### src/rtl/image_ram_arbiter.sv
// Shares the single image RAM port between the feature-fetch engine (A) and the
// writeback/debug path (B), with bounded round-robin bursts and read routing.
module image_ram_arbiter #(
  parameter int ADDR_W       = 10,
  parameter int DATA_W       = 32,
  parameter int BE_W         = 4,
  parameter int READ_LATENCY = 1,
  parameter int MAX_BURST    = 4
) (
  input  logic              clk_clk,
  input  logic              reset_reset_n,
  input  logic              a_req,
  input  logic              a_write,
  input  logic [ADDR_W-1:0] a_address,
  input  logic [DATA_W-1:0] a_writedata,
  input  logic [BE_W-1:0]   a_byteenable,
  output logic              a_grant,
  output logic              a_readdatavalid,
  output logic [DATA_W-1:0] a_readdata,
  input  logic              b_req,
  input  logic              b_write,
  input  logic [ADDR_W-1:0] b_address,
  input  logic [DATA_W-1:0] b_writedata,
  input  logic [BE_W-1:0]   b_byteenable,
  output logic              b_grant,
  output logic              b_readdatavalid,
  output logic [DATA_W-1:0] b_readdata,
  output logic [ADDR_W-1:0] ram_address,
  output logic              ram_chipselect,
  output logic              ram_clken,
  output logic              ram_write,
  output logic [DATA_W-1:0] ram_writedata,
  output logic [BE_W-1:0]   ram_byteenable,
  input  logic [DATA_W-1:0] ram_readdata,
  output logic              busy
);
  // Handshake: a requester holds req and its command fields stable; the
  // command is taken at the rising edge where req & grant are both high.

  typedef enum logic [1:0] {OWN_NONE = 2'd0, OWN_A = 2'd1, OWN_B = 2'd2} owner_t;
  localparam int CNT_W = 4;
  localparam logic [CNT_W-1:0] MAX_CNT = CNT_W'(MAX_BURST);
  localparam logic [CNT_W-1:0] ONE     = CNT_W'(1);

  owner_t           owner_q, owner_d;
  logic             rr_b_q, rr_b_d;   // 1: B wins the next tie from idle
  logic [CNT_W-1:0] cnt_q, cnt_d;
  logic             grant_a, grant_b;
  logic             rd_accept;
  logic [READ_LATENCY:0] pipe_vld, pipe_id;  // id 1 = requester B

  always_ff @(posedge clk_clk or negedge reset_reset_n) begin
    if (!reset_reset_n) begin
      owner_q <= OWN_NONE;
      rr_b_q  <= 1'b0;
      cnt_q   <= '0;
    end else begin
      owner_q <= owner_d;
      rr_b_q  <= rr_b_d;
      cnt_q   <= cnt_d;
    end
  end

  always_comb begin
    owner_d = owner_q;
    rr_b_d  = rr_b_q;
    cnt_d   = cnt_q;
    if (!grant_a && !grant_b) begin
      owner_d = OWN_NONE;
      cnt_d   = '0;
    end else begin
      if (owner_q == OWN_NONE && a_req && b_req) rr_b_d = grant_a;
      if ((grant_a && owner_q == OWN_A) || (grant_b && owner_q == OWN_B)) begin
        if (cnt_q < MAX_CNT) cnt_d = cnt_q + ONE;
      end else begin
        owner_d = grant_a ? OWN_A : OWN_B;
        cnt_d   = ONE;
      end
    end
  end

  // Grants are forced low while reset is asserted so every output reads 0.
  always_comb begin
    grant_a = 1'b0;
    grant_b = 1'b0;
    if (reset_reset_n) begin
      if (a_req && !b_req) grant_a = 1'b1;
      else if (b_req && !a_req) grant_b = 1'b1;
      else if (a_req && b_req) begin
        unique case (owner_q)
          OWN_A:   if (cnt_q < MAX_CNT) grant_a = 1'b1; else grant_b = 1'b1;
          OWN_B:   if (cnt_q < MAX_CNT) grant_b = 1'b1; else grant_a = 1'b1;
          default: if (rr_b_q) grant_b = 1'b1; else grant_a = 1'b1;
        endcase
      end
    end
  end

  assign a_grant   = grant_a;
  assign b_grant   = grant_b;
  assign rd_accept = (grant_a && !a_write) || (grant_b && !b_write);
  assign busy      = (owner_q != OWN_NONE) || (|pipe_vld);

  always_ff @(posedge clk_clk or negedge reset_reset_n) begin
    if (!reset_reset_n) begin
      ram_clken      <= 1'b0;
      ram_chipselect <= 1'b0;
      ram_write      <= 1'b0;
      ram_address    <= '0;
      ram_writedata  <= '0;
      ram_byteenable <= '0;
    end else begin
      ram_clken      <= 1'b1;
      ram_chipselect <= grant_a || grant_b;
      ram_write      <= (grant_a && a_write) || (grant_b && b_write);
      if (grant_a) begin
        ram_address    <= a_address;
        ram_writedata  <= a_writedata;
        ram_byteenable <= a_byteenable;
      end else if (grant_b) begin
        ram_address    <= b_address;
        ram_writedata  <= b_writedata;
        ram_byteenable <= b_byteenable;
      end
    end
  end

  // The last pipe stage lines up with the cycle ram_readdata is valid.
  always_ff @(posedge clk_clk or negedge reset_reset_n) begin
    if (!reset_reset_n) begin
      pipe_vld        <= '0;
      pipe_id         <= '0;
      a_readdatavalid <= 1'b0;
      b_readdatavalid <= 1'b0;
      a_readdata      <= '0;
      b_readdata      <= '0;
    end else begin
      pipe_vld        <= {pipe_vld[READ_LATENCY-1:0], rd_accept};
      pipe_id         <= {pipe_id[READ_LATENCY-1:0], grant_b};
      a_readdatavalid <= pipe_vld[READ_LATENCY] && !pipe_id[READ_LATENCY];
      b_readdatavalid <= pipe_vld[READ_LATENCY] && pipe_id[READ_LATENCY];
      if (pipe_vld[READ_LATENCY] && !pipe_id[READ_LATENCY]) a_readdata <= ram_readdata;
      if (pipe_vld[READ_LATENCY] && pipe_id[READ_LATENCY])  b_readdata <= ram_readdata;
    end
  end
endmodule

### config.mk
export PLATFORM = sky130hd
export DESIGN_NAME = image_ram_arbiter
export DESIGN_NICKNAME = d
export VERILOG_FILES = /design/src/rtl/image_ram_arbiter.sv
export SDC_FILE = /design/constraint.sdc
export NUM_CORES = 1
export LEC_CHECK = 0
export BUFFER_PORTS_ARGS = -buffer_cell sky130_fd_sc_hd__buf_2
export CORE_ASPECT_RATIO = 1.2
export CORE_MARGIN = 8
export CORE_UTILIZATION = 40
export DETAILED_ROUTE_END_ITERATION = 10
export PLACE_DENSITY_LB_ADDON = 0.3
export SLEW_MARGIN = 20
export SYNTH_ARGS = -nofsm -noshare
export SYNTH_HDL_FRONTEND = slang
export SYNTH_SLANG_ARGS = --single-unit
### constraint.sdc
create_clock -name clk_clk -period 4.2 [get_ports clk_clk]
set_input_delay 0.42 -clock clk_clk [delete_from_list [all_inputs] [get_ports clk_clk]]
set_output_delay 0.42 -clock clk_clk [all_outputs]
set_load 0.05 [all_outputs]
==> results <==
- The count of final max-slew check failures is 0.
- The first global-routing pass estimated roughly 23 mm of wire.
- The maximum fanout along the worst path is 18.
- In this run the tool buffered the top-level ports with 247 buffer cells.
- VDD sags by at most 0.0005381 V.
- The clock tree synthesis step divided the H-tree into 4 levels.
- For this run, design rule violations remaining after detail routing come to 0.
- The number of placement rows is 46.
- After technology mapping, the gate count stands at roughly 400.
- The finished layout holds 838 standard cells, fillers aside.
- The leakage power is 3.454 nW.
- Measured along the y axis, the die boundary spans 141.5 um.
- The global routing usage summed across all routing layers is 16.39%.
- For this design the top-level I/O count stands at 248.
- Walking the worst path, the cells encountered are inv_1, ha_1, or2b_1, o221ai_2, a21oi_4, buf_2.
- Before antenna repair, the detailed router went through 4 iterations.
- Setup repair after global routing left no endpoint under its margin.
- The cell total after placement is 803.
- Clock skew on the completed layout was measured at 0.01191 ns.
- In this run the clock root is driven by a clkbuf_16.
- The number of maximum-capacitance violations is 0.
- The synthesized netlist contains 29 unique library cells.
- The fraction of layout instances using a drive strength above 1 is 52.69%.
- The master of the slowest instance on the critical path is a21oi_4.
- The region available for standard cell placement spans between 10000 and 15000 sq um.
- The worst setup path is of the reg -> out kind.
- The total nets after synthesis is 540.
- The fraction of the cycle the final worst path needs is 72.46%.
- The run finished with clean final reports.
- In the final design database the tool counted 789 nets.
- Overall power consumption after layout is estimated at 5.748 mW.
- The via count normalized by instance count is 4.865.
- The largest stage delay on the critical path is 0.68 ns.
- The synthesis-stage register bit count is 126.
- The clock sink count is 126.
- The launching element type of the critical path is a flop.
- STA puts the critical path data required time at 3.78 ns.
- TritonCTS built the clock tree.
- The routed design could run at a clock period as short as 3.043 ns.
- The classification of the worst-slack hold path is in -> reg.
- Once the clock tree was built, the setup fixing pass inserted 0 buffers.
- Summed over all layers, the routed wires come to 14.13 mm.
- The maximum root-to-sink buffer count is 2.
- The number of global-route vias before repair is 4486.
- For the worst setup path, the data arrival time is 2.62 ns.
- The congestion estimate from routability-driven global placement came to between 0.7 and 0.8.
- For the pin with the worst max-slew slack, the measured transition is a little under 0.9 ns.
- Measured against its own limit, the worst slew margin works out to 40.37%.
- The summed instance area of the synthesized netlist is 5246 sq um.
- The aggregate negative setup slack is 0 ns.
- Entering global routing, the biggest net connects a little under 100 pins.
- Counting the buffers created by CTS gives 17.
- The die width is 120.5 um.
- In this run the remaining antenna-violating nets after routing total 0.
- The initial utilization of the core area, before any placement, comes to 40.33%.
- The number of endpoints with negative hold slack in the final report is 0.
- The post-synthesis sequential area ratio is 60.10%.
- The total global routing overflow is 0.
- The top cell types in the final layout, fill and taps aside, are 246 x buf_2, 126 x dfrtp_1, 64 x mux2_2.
- Detailed routing inserted a total of 4077 vias.
- The initial antenna violation count was 4.
- After clock tree synthesis, the flow added hold-fix buffers numbering 1.
- The clock input transition at the sequential cells of the worst setup and hold paths is 0.06 ns.
- The layout has between 1000 and 1500 filler cells.
- The per-instance average area after synthesis is 12.92 sq um.
- After detailed routing, the average wire length per cell comes to 16.87 um.
- The clock insertion delay at the later pin of the skew report is ~0.40 ns.
- The area enclosed by the die boundary is 17050 sq um.
- Detailed placement finished with a half-perimeter wire length of 10.81 mm.
- In this run, post-CTS repair resized a total of 0 instances.
- The count of yosys warnings during synthesis is 0.
- The count of routing violations after the opening detailed-route iteration is about 210.
- The worst-case hold slack is 0.2248 ns.
- Setup violations remaining at the end of the flow were counted as 0.
- Based on the critical path, the design can be clocked at up to between 300 and 400 MHz.
- The power density over cell area is roughly 800 nW/um^2.
- The critical path capture point type is a primary output.
- The area growth from synthesis to layout is 37.25%.
- The library cell used most frequently in the layout, excluding fill and tap cells, is buf_2.
routing by layer:
metal	global-route usage (%)	vias to the layer above	routed length, um
met5	0	-	25
met3	8.270	11	1607
met2	26.96	200	6770
li1	-	1923	-
met4	4.611	4	127
met1	18.29	1939	5603
critical path: cells and delay by family, from the launching register on:
family	cells	cell delay, ns
AO/OA/AOI/OAI	2	0.82
adder cells (fa/ha/maj)	1	0.36
buffers and inverters	2	0.48
flip-flops	1	0.35
AND/OR/NAND/NOR	1	0.21
sequential cells by signal, summed over array words and instances, names as in the netlist:
| name | flops |
|---|---|
| a_readdata | 32 |
| b_readdata | 32 |
| ram_writedata | 32 |
| ram_address | 10 |
| cnt_q | 4 |
| ram_byteenable | 4 |
| owner_q | 2 |
| pipe_id | 2 |
| pipe_vld | 2 |
| a_readdatavalid | 1 |
| b_readdatavalid | 1 |
| ram_chipselect | 1 |
| ram_clken | 1 |
| ram_write | 1 |
| rr_b_q | 1 |
final timing paths:
path                            cells after the start           endpoint          start  slack [ns]
max in group asynchronous                           3     a_readdata[10]  reset_reset_n        2.70
worst min register to register                      0         pipe_id[1]     pipe_id[0]        0.35
worst max-delay path                                6            a_grant     owner_q[0]        1.16
worst max register to register                      8  ram_byteenable[0]     owner_q[0]        1.53
min in group asynchronous                           2     ram_address[5]  reset_reset_n        0.41
worst min-delay path                                2        pipe_vld[0]        b_write        0.22
layout make-up:
class                           instances  area [sq um]  share of cell area, %
Multi-Input combinational cell        248          1904                  26.45
Clock buffer                           20         456.7                  6.342
Timing Repair Buffer                  254          1306                  18.14
Inverter                                8         30.03                 0.4170
Antenna cell                            2         5.005                0.06950
Sequential cell                       126          3153                  43.79
Clock inverter                         12         135.1                  1.877
Tap cell                              168         210.2                  2.919
report_power, final:
part           total, mW  internal, mW  leakage (nW)  switching, mW
logic               2.50         0.643          1.70           1.86
registers           1.80          1.61          1.46          0.189
clock network       1.45         0.911         0.291          0.537
cells by family (layout without fill, tap and decap cells):
family / after synthesis / count (layout) / synth area share [%]
AND/OR/NAND/NOR: 67 / 67 / 5.390
flip-flops: 126 / 126 / 60.10
adder cells (fa/ha/maj): 4 / 4 / 0.9540
multiplexers: 110 / 110 / 22.51
AO/OA/AOI/OAI: 66 / 66 / 7.083
buffers and inverters: 32 / 294 / 3.888
other: 1 / 3 / 0.07148
synthesized netlist by cell type, drive strengths merged:
library cell | instances | share of area (%)
o221ai | 2 | 0.45
nand4 | 1 | 0.12
o32ai | 1 | 0.17
inv | 8 | 0.57
o22ai | 2 | 0.24
nand2 | 4 | 0.29
dfrtp | 126 | 60
or2b | 2 | 0.29
or2 | 1 | 0.12
clkbuf | 10 | 0.72
nand3 | 3 | 0.29
a31oi | 2 | 0.24
nand2b | 1 | 0.12
o21ai | 5 | 0.48
o2bb2ai | 1 | 0.17
buf | 14 | 2.6
mux2 | 64 | 14
conb | 1 | 0.071
a21oi | 52 | 5.2
mux2i | 46 | 8.8
nor2 | 53 | 3.8
or4b | 2 | 0.38
a22o | 1 | 0.17
ha | 4 | 0.95
per-stage QoR:
step / util, % / worst slack [ns] / instance area [sq um]
detailed placement: 50.69 / 1.528 / 6594
finish: 55.36 / 1.157 / 7201
global route: 55.36 / 1.004 / 7201
global placement: 50.69 / 1.647 / 6594
CTS: 55.32 / 1.126 / 7196
floorplan: - / 1.863 / 5246
(Power assumes the default switching activity.)
